**src/rtl/mem_arbiter.sv**
```systemverilog
// Multi-port single-memory arbiter: one access per cycle, 1-cycle read latency.
// Optional macro MEM_ARB_FIXED_PRIO_EN selects fixed priority instead of round-robin.
module mem_arbiter #(
  parameter int DATA_W    = 16,
  parameter int ADDR_W    = 16,
  parameter int DEPTH     = 256,
  parameter int NUM_PORTS = 2
) (
  input  logic                          clk,
  input  logic                          rst,
  input  logic [NUM_PORTS-1:0]          req,
  input  logic [NUM_PORTS-1:0]          we,
  input  logic [NUM_PORTS*ADDR_W-1:0]   addr,
  input  logic [NUM_PORTS*DATA_W-1:0]   wdata,
  output logic [NUM_PORTS-1:0]          gnt,
  output logic [NUM_PORTS-1:0]          rvalid,
  output logic [DATA_W-1:0]             rdata,
  output logic                          oor_err
);

  // Handshake: a requester holds req/we/addr/wdata until gnt is seen in that
  // cycle; the access commits on the edge ending the grant cycle.
  localparam int IDX_W  = (DEPTH > 1) ? $clog2(DEPTH) : 1;
  localparam int PORT_W = (NUM_PORTS > 1) ? $clog2(NUM_PORTS) : 1;

  logic [DATA_W-1:0]    mem [DEPTH];
  logic [NUM_PORTS-1:0] gnt_c;
  logic [PORT_W-1:0]    gnt_idx;
  logic                 gnt_any;

`ifdef MEM_ARB_FIXED_PRIO_EN
  always_comb begin
    gnt_c   = '0;
    gnt_idx = '0;
    gnt_any = 1'b0;
    for (int i = 0; i < NUM_PORTS; i++) begin
      if (!gnt_any && req[i] && !rst) begin
        gnt_c[i] = 1'b1;
        gnt_idx  = PORT_W'(i);
        gnt_any  = 1'b1;
      end
    end
  end
`else
  logic [PORT_W-1:0] ptr_q, ptr_d;
  int                cand;

  // Search begins at ptr and wraps, so the last winner gets lowest priority.
  always_comb begin
    gnt_c   = '0;
    gnt_idx = '0;
    gnt_any = 1'b0;
    cand    = 0;
    for (int i = 0; i < NUM_PORTS; i++) begin
      cand = int'(ptr_q) + i;
      if (cand >= NUM_PORTS) cand = cand - NUM_PORTS;
      if (!gnt_any && req[cand] && !rst) begin
        gnt_c[cand] = 1'b1;
        gnt_idx     = PORT_W'(cand);
        gnt_any     = 1'b1;
      end
    end
  end

  always_comb begin
    ptr_d = ptr_q;
    if (gnt_any) begin
      if (gnt_idx == PORT_W'(NUM_PORTS - 1)) ptr_d = '0;
      else                                   ptr_d = gnt_idx + 1'b1;
    end
  end

  always_ff @(posedge clk) begin
    if (rst) ptr_q <= '0;
    else     ptr_q <= ptr_d;
  end
`endif

  logic              sel_we;
  logic [ADDR_W-1:0] sel_addr;
  logic [DATA_W-1:0] sel_wdata;
  logic              in_range;
  logic [IDX_W-1:0]  mem_idx;

  always_comb begin
    sel_we    = we[gnt_idx];
    sel_addr  = addr[int'(gnt_idx)*ADDR_W +: ADDR_W];
    sel_wdata = wdata[int'(gnt_idx)*DATA_W +: DATA_W];
    in_range  = ({1'b0, sel_addr} < (ADDR_W+1)'(DEPTH));
    mem_idx   = sel_addr[IDX_W-1:0];
  end

  // Memory is deliberately not reset; gnt_any is already forced low in reset.
  always_ff @(posedge clk) begin
    if (gnt_any && sel_we && in_range) mem[mem_idx] <= sel_wdata;
  end

  logic [NUM_PORTS-1:0] rvalid_q, rvalid_d;
  logic [DATA_W-1:0]    rdata_q, rdata_d;
  logic                 oor_q, oor_d;

  always_comb begin
    rvalid_d = '0;
    rdata_d  = rdata_q;
    oor_d    = gnt_any && !in_range;
    if (gnt_any && !sel_we) begin
      rvalid_d = gnt_c;
      rdata_d  = in_range ? mem[mem_idx] : '0;
    end
  end

  always_ff @(posedge clk) begin
    if (rst) begin
      rvalid_q <= '0;
      rdata_q  <= '0;
      oor_q    <= 1'b0;
    end else begin
      rvalid_q <= rvalid_d;
      rdata_q  <= rdata_d;
      oor_q    <= oor_d;
    end
  end

  // Masking by rst kills a response whose grant came the cycle before reset.
  assign gnt     = gnt_c;
  assign rvalid  = rst ? '0 : rvalid_q;
  assign rdata   = rst ? '0 : rdata_q;
  assign oor_err = rst ? 1'b0 : oor_q;

endmodule

```
**config.mk**
```make
export PLATFORM = sky130hd
export DESIGN_NAME = mem_arbiter
export DESIGN_NICKNAME = d
export VERILOG_FILES = /design/src/rtl/mem_arbiter.sv
export SDC_FILE = /design/constraint.sdc
export NUM_CORES = 2
export LEC_CHECK = 0
export CAP_MARGIN = 20
export CORE_UTILIZATION = 45
export CTS_CLUSTER_DIAMETER = 30
export DETAILED_ROUTE_END_ITERATION = 8
export SYNTH_ARGS = -nofsm -noshare
export SYNTH_HDL_FRONTEND = slang
export SYNTH_SLANG_ARGS = --single-unit
```
**constraint.sdc**
```tcl
create_clock -name clk -period 9.68 [get_ports clk]
set_input_delay 1.452 -clock clk [delete_from_list [all_inputs] [get_ports clk]]
set_output_delay 1.452 -clock clk [all_outputs]
set_load 0.02 [all_outputs]
```
==> metrics.yaml <==
outcome: "finished, final reports clean"
synthTopCellsByArea: "edfxtp_1, nand2_1, mux4_2"
hold_violations: 0
max-cap-violations: 0
critPathMaxFanout: 65
required_ns: 10.68
synth_seq_cells: 4116
reg2reg_depth: 13
power_density_nw_per_um2: 248
final.setup.tns_ns: 0
hold_class: "reg -> reg"
antenna_left: 0
fin_area_um2: 196000
max_slew.worst_pin.slew_ns: 1.35
drt-total-wl_mm: 563
final_util_pct: 54.9
post_cts_resized: 0
worstPathArrival_ns: 8.76
cts_hold_buf: 0
synth.avg_cell_area_um2: 15.0
fp.dieH_um: 602
vdd_drop_max_mv: 0.196
r2r_start: "ptr_q$_SDFFE_PP0N_"
port-buffer-count: 90
layout_common_cells: "edfxtp_1, nand2_1, clkbuf_16, nand3_1, buf_4"
areaGrowthSynthToFinish_pct: 21.0
dp_hpwl_mm: 329
clock_latency_ns: 1.09
min_from: "ptr_q$_SDFFE_PP0N_"
maxSlewViolCount: 0
die_w_um: 602
grt_remaining_overflow: 0
htreeDepth: 6
cts_buffer_depth: 4
path_buf_inv: 3
dieArea_um2: 363000
gp_congestion: 0.949
grt_start_max_net_pins: 169
synth_edf_count: 4096
p_leak_nw: 65.9
rsz0062_at_grt: "no"
ys_warn_count: 0
place_ws_ns: 1.24
yosysSeqAreaShare_pct: 76.1
final_common_cell: "edfxtp_1"
synth_area_um2: 162000
setup_violations: 0
routed_via_density: 6.29
p_total_mw: 48.7
worst_setup_path_start_kind: "primary input"
grt_pass1_wl_mm: 783
ys_types: 81
synth-async-reset-ratio_pct: 0
fin_skew_ns: 0.102
syn_inst: 10833
crit_path_cell_trace: "clkdlybuf4s50_1, nor2b_1, nand3_4, nand2_8, buf_12, buf_12, a211oi_1, a311oi_1, a21oi_1, o21ai_0, o21ai_0, nor4_1, a22o_1"
synth_area_leader_cell: "edfxtp_1"
drc_errors: 0
final_net_count: 11525
synth_top_area_share_pct: 75.9
clock-sinks: 4116
period_share_pct: 80.2
drtIter0Drc: 15711
critical_path_class: "in -> reg"
layout-drive-gt1-share_pct: 17.5
cpPeakStageDelay_ns: 1.03
reg2reg_slack_ns: 2.53
max_freq_ghz: 0.129
coreArea_um2: 357000
row_count: 219
seq_area_um2: 123000
drtPass1Iterations: 8
cts_tree: "yes"
postCtsSetupBuffers: 0
cts_root_buffer: "clkbuf_16"
grt_antenna_before_repair: 42
multi_input_area_um2: 35600
placed_area_um2: 171000
track_usage_pct: 30.4
cp_top_family: "simple AND/OR/NAND/NOR gates"
endpoint_kind: "flop"
numCtsBuffers: 730
start_util_pct: 45.4
setup_slack_ns: 1.92
vias: 105986
io_pins: 91
holdPathEnd: "ptr_q$_SDFFE_PP0N_"
ys.flop_type: "edfxtp_1"
slew_headroom_pct: 8.61
cp_slowest_cell: "o21ai_0"
whs_path_depth: 2
clkTransAtPathRegs_ns: 0.05
syn-num-nets: 10903
grt_pass1_vias: 102361
worstReg2RegEnd: "rdata_q[6]$_SDFFE_PP0P_"
n_fill_cell: 27887
routedWlPerCell_um: 33.4
period_minus_slack_ns: 7.76
[area by class of cell]
type                       instances  share of cell area (%)
clock buffer                     812                    9.51
antenna                           21                  0.0268
inverter                           1                 0.00191
clock inverter                   542                    3.25
tap                             4751                    3.03
sequential                      4116                    62.9
multi-input combinational       5953                    18.1
timing repair buffer             653                    3.15
[logic make-up (layout without fill, tap and decap cells)]
family | count (synthesis) | in the layout | synth area share, %
AO/OA/AOI/OAI | 1602 | 1602 | 6.96
buffers and inverters | 764 | 2008 | 2.41
AND/OR/NAND/NOR | 3895 | 3895 | 10.3
flip-flops | 4116 | 4116 | 76.1
multiplexers | 456 | 456 | 4.20
other | 0 | 21 | 0
[registers in the layout, summed over array words and instances (netlist names)]
| signal | cells |
|---|---|
| oor_q | 1 |
| mem | 4096 |
| ptr_q | 1 |
| rvalid_q | 2 |
| rdata_q | 16 |
[synth_stat cells (8+ instances only)]
master	number
a32oi_1	197
and3_1	323
o221ai_1	8
buf_6	23
nor2_1	295
nand2_1	2525
mux2i_1	277
nand2b_1	12
a2111oi_0	33
a211oi_1	278
clkbuf_1	211
dfxtp_1	20
mux4_2	179
a311oi_1	163
a31oi_1	306
or4_1	9
o41ai_1	15
o211ai_1	9
o21ai_0	114
o22ai_1	76
nor2b_1	24
nor4_1	51
buf_2	396
nand3_1	545
a21oi_1	265
nor3_1	40
a221oi_1	16
buf_1	37
nand4_1	49
a22oi_1	41
buf_4	94
edfxtp_1	4096
a22o_1	13
[where the power goes]
group          total (mW)  switching [mW]  leakage [nW]  internal (mW)
combinational        3.20            2.44          16.9          0.755
sequential           19.8        0.000412          37.0           19.8
clock                25.7            9.24          12.0           16.5
[worst max-delay path by stage]
| stage | end | depth (start not counted) | startpoint |
|---|---|---|---|
| floorplan | mem[0][0]$_DFFE_PP_ | 11 | req[0] |
| global placement | rdata_q[7]$_SDFFE_PP0P_ | 14 | req[1] |
| detailed placement | rdata_q[6]$_SDFFE_PP0P_ | 13 | req[1] |
| CTS | rdata_q[6]$_SDFFE_PP0P_ | 13 | req[1] |
| global route | rdata_q[6]$_SDFFE_PP0P_ | 13 | req[1] |
| finish | rdata_q[6]$_SDFFE_PP0P_ | 13 | req[1] |
[per-layer routing]
metal | routed length [um] | track usage, % | up-vias | share of wire, %
li1 | - | - | 43287 | -
met1 | 204000 | 39.8 | 53868 | 36
met2 | 253000 | 46.0 | 7401 | 45
met3 | 69400 | 7.94 | 1410 | 12
met4 | 36300 | 17.9 | 20 | 6.5
met5 | 126 | 0 | - | 0.022
[worst reg2reg max path, stage by stage, from the launching register on]
cell and delay, ns:
dfxtp_1 0.33, nand2b_1 0.46, nand3_4 0.58, and2_4 0.80
buf_4 0.46, buf_12 0.32, buf_4 0.53, nand2_1 0.13
a31oi_1 0.20, a21oi_1 0.15, o21ai_0 1.03, o21ai_0 0.80
nor4_1 1.01, a22o_1 0.24
[metrics by stage]
step / hold WS (ns) / std cells
CTS: 0.518 / 16810
finish: 0.521 / 16849
global route: 0.549 / 16831
detailed placement: 0.499 / 15456
global placement: 0.484 / 15429
floorplan: 0.466 / 10833
No activity file was read; power rests on OpenSTA's default activity.
